[config.mk]
export PLATFORM = sky130hd
export DESIGN_NAME = xvec_stream_sender
export DESIGN_NICKNAME = d
export VERILOG_FILES = /design/src/rtl/xvec_stream_sender.sv
export SDC_FILE = /design/constraint.sdc
export NUM_CORES = 1
export LEC_CHECK = 0
export CAP_MARGIN = 0
export CORE_UTILIZATION = 53
export CTS_CLUSTER_DIAMETER = 200
export DETAILED_ROUTE_END_ITERATION = 10
export GPL_TIMING_DRIVEN = 0
export PLACE_DENSITY = 0.72
export SLEW_MARGIN = 40
export SYNTH_ARGS = -nofsm -noshare
export SYNTH_HDL_FRONTEND = slang
export SYNTH_SLANG_ARGS = --single-unit
[constraint.sdc]
create_clock -name clk -period 2.9 [get_ports clk]
set_input_delay 0.58 -clock clk [delete_from_list [all_inputs] [get_ports clk]]
set_output_delay 0.58 -clock clk [all_outputs]
set_load 0.01 [all_outputs]
[src/rtl/xvec_stream_sender.sv]
// xvec_stream_sender: ping-pong frame buffer; host writes wr_*, full frames stream out on m_*_x
module xvec_stream_sender #(
  parameter int WIDTH  = 8,
  parameter int LENX   = 8,
  parameter int LOGLEN = 3
) (
  input  logic                    clk,
  input  logic                    reset,
  input  logic [WIDTH-1:0]        wr_data,
  input  logic                    wr_valid,
  output logic                    wr_ready,
  output logic signed [WIDTH-1:0] m_data_out_x,
  output logic                    m_valid_x,
  input  logic                    m_ready_x,
  output logic                    m_last_x,
  output logic [15:0]             frames_sent
);
  localparam logic [LOGLEN-1:0] LAST = LOGLEN'(LENX - 1);
  logic [WIDTH-1:0] bank_q [2][LENX];
  logic [WIDTH-1:0] bank_d [2][LENX];
  logic [1:0] full_q, full_d;
  logic w_sel_q, w_sel_d, r_sel_q, r_sel_d;
  logic [LOGLEN-1:0] w_idx_q, w_idx_d, r_idx_q, r_idx_d;
  logic [15:0] frames_sent_q, frames_sent_d;
  logic wr_fire, rd_fire, w_wrap, r_wrap;
  assign wr_ready     = !reset && !full_q[w_sel_q];
  assign m_valid_x    = !reset && full_q[r_sel_q];
  assign m_data_out_x = bank_q[r_sel_q][r_idx_q];
  assign m_last_x     = m_valid_x && r_idx_q == LAST;
  assign frames_sent  = frames_sent_q;
  assign wr_fire      = wr_valid && wr_ready;
  assign rd_fire      = m_valid_x && m_ready_x;
  assign w_wrap       = wr_fire && w_idx_q == LAST;
  assign r_wrap       = rd_fire && r_idx_q == LAST;
  always_comb begin
    bank_d = bank_q;
    if (wr_fire) bank_d[w_sel_q][w_idx_q] = wr_data;
    full_d = full_q;
    if (w_wrap) full_d[w_sel_q] = 1'b1;
    if (r_wrap) full_d[r_sel_q] = 1'b0;
    w_idx_d       = w_wrap ? '0 : wr_fire ? w_idx_q + 1'b1 : w_idx_q;
    r_idx_d       = r_wrap ? '0 : rd_fire ? r_idx_q + 1'b1 : r_idx_q;
    w_sel_d       = w_sel_q ^ w_wrap;
    r_sel_d       = r_sel_q ^ r_wrap;
    frames_sent_d = r_wrap ? frames_sent_q + 16'd1 : frames_sent_q;
    if (reset) begin
      full_d        = '0;
      w_idx_d       = '0;
      r_idx_d       = '0;
      w_sel_d       = 1'b0;
      r_sel_d       = 1'b0;
      frames_sent_d = '0;
    end
  end
  always_ff @(posedge clk) begin
    bank_q        <= bank_d;
    full_q        <= full_d;
    w_idx_q       <= w_idx_d;
    r_idx_q       <= r_idx_d;
    w_sel_q       <= w_sel_d;
    r_sel_q       <= r_sel_d;
    frames_sent_q <= frames_sent_d;
  end
endmodule

==> impl_metrics.ini <==
[status]
status = finished clean

[finish]
instances_no_fill = 593
stdcell_area_um2 = 7660
diodes = 0
fin_nets = 454
drive_above_1_share_pct = 26.0
areaGrowthSynthToFinish_pct = 23.4
final_cell_mix = edfxtp_1, mux4_2, clkdlybuf4s50_1
final_common_cell = edfxtp_1
fill_cells = 754

[clock_network]
cts-root-buf = clkbuf_16
clock_latency_ns = 0.40
cts_buffers = 17
cts_tree = built
hold_buffers = 0
path_clk_slew_ns = 0.06
clock_path_buffers = 2
htreeDepth = 4
clkSinkCount = 154

[drt]
via_count = 3576
wl_per_cell_um = 22.6
drc = 0
wl_mm = 13.4
dr.pass1.iters = 4
ant_nets = 0
drt_iter0_markers = 294
avgViaCountPerCell = 6.03

[global_route]
grt_overflow_total = 0
grt_start_max_net_pins = 17
grt_pass1_vias = 3702
grt_usage_pct = 24.2
grt_pass1_wl_mm = 20.5
antenna_found_initial = 0

[critical_path]
critPathRequiredTime_ns = 2.32
critPathMaxFanout = 6
rr_endpoint = bank_q[104]
path_class = reg -> out
start_kind = register
crit_path_end_kind = primary output
reg2reg_depth = 6
cp_common_cell = buf_12
rrSetupSlack_ns = 0.42
critPathTopFamily = buffers and inverters
cp.buffers_inverters = 4
critPathSlowestCell = mux4_2
critPathArrivalTime_ns = 2.23
crit_chain = buf_12 > buf_12 > buf_12 > mux4_2 > a22oi_2 > nand2_1 > dlygate4sd2_1
r2r_start = w_sel_q
slowest_delay_ns = 0.50

[yosys]
postSynthCellCount = 368
syn_area_um2 = 6200
yosys_warnings = 0
syn-num-nets = 385
syn_area_per_cell_um2 = 16.9
ys_types = 47
ys_seq_elements = 154
yosysSeqAreaShare_pct = 70.4

[sta]
slew_violations = 0
fin_crit_sh_pct = 97.0
rsz0062_at_grt = false
tightestPinTransition_ns = 0.885
hold_violations = 0
finClkSkew_ns = 0.00705
setup_viol_count_final = 0
hold-worst-slack_ns = 0.371
finalCriticalPeriod_ns = 2.81
relSlewSlack_pct = 40.7
setup_ws_ns = 0.0860
fmax_mhz = 355
setup_tns_ns = 0

[min_path]
hp-start = reset
min_to = r_idx_q[2]
hp-class = in -> reg
hold_depth = 2

[power]
seq_power_share_pct = 52.0
powerDensity_nw_per_um2 = 605
combPwrFrac_pct = 2.2
vdd_drop_max_mv = 0.395
switching_share_pct = 19.2
p_switching_mw = 0.888
pwr-share-clk_pct = 45.8
p_int_mw = 3.74
p_leak_nw = 2.45

[floorplanning]
start_util_pct = 54.3
die_w_um = 110
core.rowCount = 39
die_area_um2 = 12100
dieHeight_um = 110
top_level_ports = 39
coreArea_um2 = 11400

[placement]
gp_congestion = 0.771
place_ws_ns = -0.124
dp_cells = 555
post-dp-hpwl_mm = 8.36
io_buffers = 37
placed_cell_area_um2 = 6850

[job]
max_cap_viol_count = 0
==> how the worst max path moves through the flow <==
stage / from / end / slack, ns / depth (start not counted)
final: r_sel_q / m_data_out_x[7] / 0.09 / 7
after global routing: r_sel_q / m_data_out_x[7] / 0.02 / 7
after CTS: r_sel_q / m_data_out_x[2] / 0.01 / 7
after detailed placement: r_idx_q[0] / m_data_out_x[7] / -0.12 / 6
after global placement: wr_valid / bank_q[124] / -0.45 / 5
after floorplan: reset / bank_q[120] / 0.44 / 6
==> timing repair <==
action / 4_1_cts / 5_1_grt
endpoints found under the hold margin: 0 / 0
resized for setup: 40 / 4
setup buffers: 4 / 2
pin swaps: 3 / 1
setup endpoints to repair: 8 / 4
==> registers in the layout (all words and copies together), names as in the netlist <==
signal       count
bank_q         128
frames_sent     16
full_q           2
r_idx_q          3
r_sel_q          1
w_idx_q          3
w_sel_q          1
==> cell families after synthesis <==
group | after synthesis | share of synthesized area, %
muxes | 34 | 12.0
and+or+nand+nor | 100 | 9.12
AOI/OAI and AO/OA | 45 | 4.70
DFF | 154 | 70.4
adders and majority gates | 5 | 1.01
xor gates and xnor gates | 6 | 0.847
buffers and inverters | 24 | 1.94
==> cell usage after synthesis, drive strengths merged <==
| library cell | number | area (um^2) |
|---|---|---|
| nor4 | 2 | 12.5 |
| a31oi | 1 | 6.26 |
| dfxtp | 26 | 521 |
| a22oi | 16 | 120 |
| or4 | 2 | 15.0 |
| inv | 3 | 11.3 |
| and4b | 1 | 10.0 |
| mux2i | 1 | 10.0 |
| nand4 | 6 | 58.8 |
| xor2 | 6 | 52.6 |
| nor4b | 1 | 8.76 |
| buf | 10 | 66.3 |
| o21ai | 6 | 30.0 |
| o311ai | 1 | 8.76 |
| o31ai | 2 | 15.0 |
| edfxtp | 128 | 3840 |
| a21oi | 15 | 75.1 |
| nand2b | 3 | 18.8 |
| and3 | 2 | 12.5 |
| mux4 | 32 | 721 |
| nor2 | 13 | 48.8 |
| o221a | 1 | 11.3 |
| nand3b | 4 | 30.0 |
| or2 | 1 | 6.26 |
| o41ai | 1 | 8.76 |
| mux2 | 1 | 15.0 |
| nand4b | 1 | 8.76 |
| nor3 | 8 | 40.0 |
| nor3b | 1 | 7.51 |
| nand2 | 25 | 93.8 |
| nor2b | 4 | 25.0 |
| a21o | 1 | 7.51 |
| clkbuf | 11 | 42.5 |
| and4 | 2 | 20.0 |
| ha | 5 | 62.6 |
| nand3 | 11 | 67.6 |
| a311oi | 1 | 8.76 |
| and2 | 5 | 31.3 |
| or3 | 8 | 50.1 |
==> power groups by stage <==
stage / Combinational [mW] / Clock (mW) / Sequential [mW]
2_1_floorplan: 0.0380 / 0 / 2.45
3_3_place_gp: 0.0950 / 0 / 2.45
3_5_place_dp: 0.103 / 0 / 2.45
4_1_cts: 0.102 / 2.13 / 2.41
5_1_grt: 0.112 / 2.23 / 2.41
6_report: 0.104 / 2.12 / 2.41
==> through the flow <==
| step | util, % | total power [mW] |
|---|---|---|
| after floorplan | - | 2.49 |
| after global placement | 59.1 | 2.55 |
| after detailed placement | 60.0 | 2.56 |
| after CTS | 66.5 | 4.64 |
| after global routing | 67.1 | 4.75 |
| final | 67.1 | 4.63 |
==> per-layer routing <==
layer / up-vias / global-route usage, % / share of wire, %
met1: 1821 / 30.4 / 42
met2: 128 / 42.6 / 52
met3: 9 / 4.94 / 4.9
li1: 1618 / - / -
met5: - / 0 / 0
met4: 0 / 7.05 / 0.87
==> cell type report <==
class	instances	area (um^2)	share of cell area (%)
clock inverters	7	65.1	0.850
inverters	3	11.3	0.147
flip-flops and latches	154	4370	57.0
clock buffers	25	508	6.64
plain buffers	21	196	2.57
repair buffers	50	492	6.42
well taps	143	179	2.34
multi-input cells	190	1840	24.0
No activity file was read; power rests on OpenSTA's default activity.
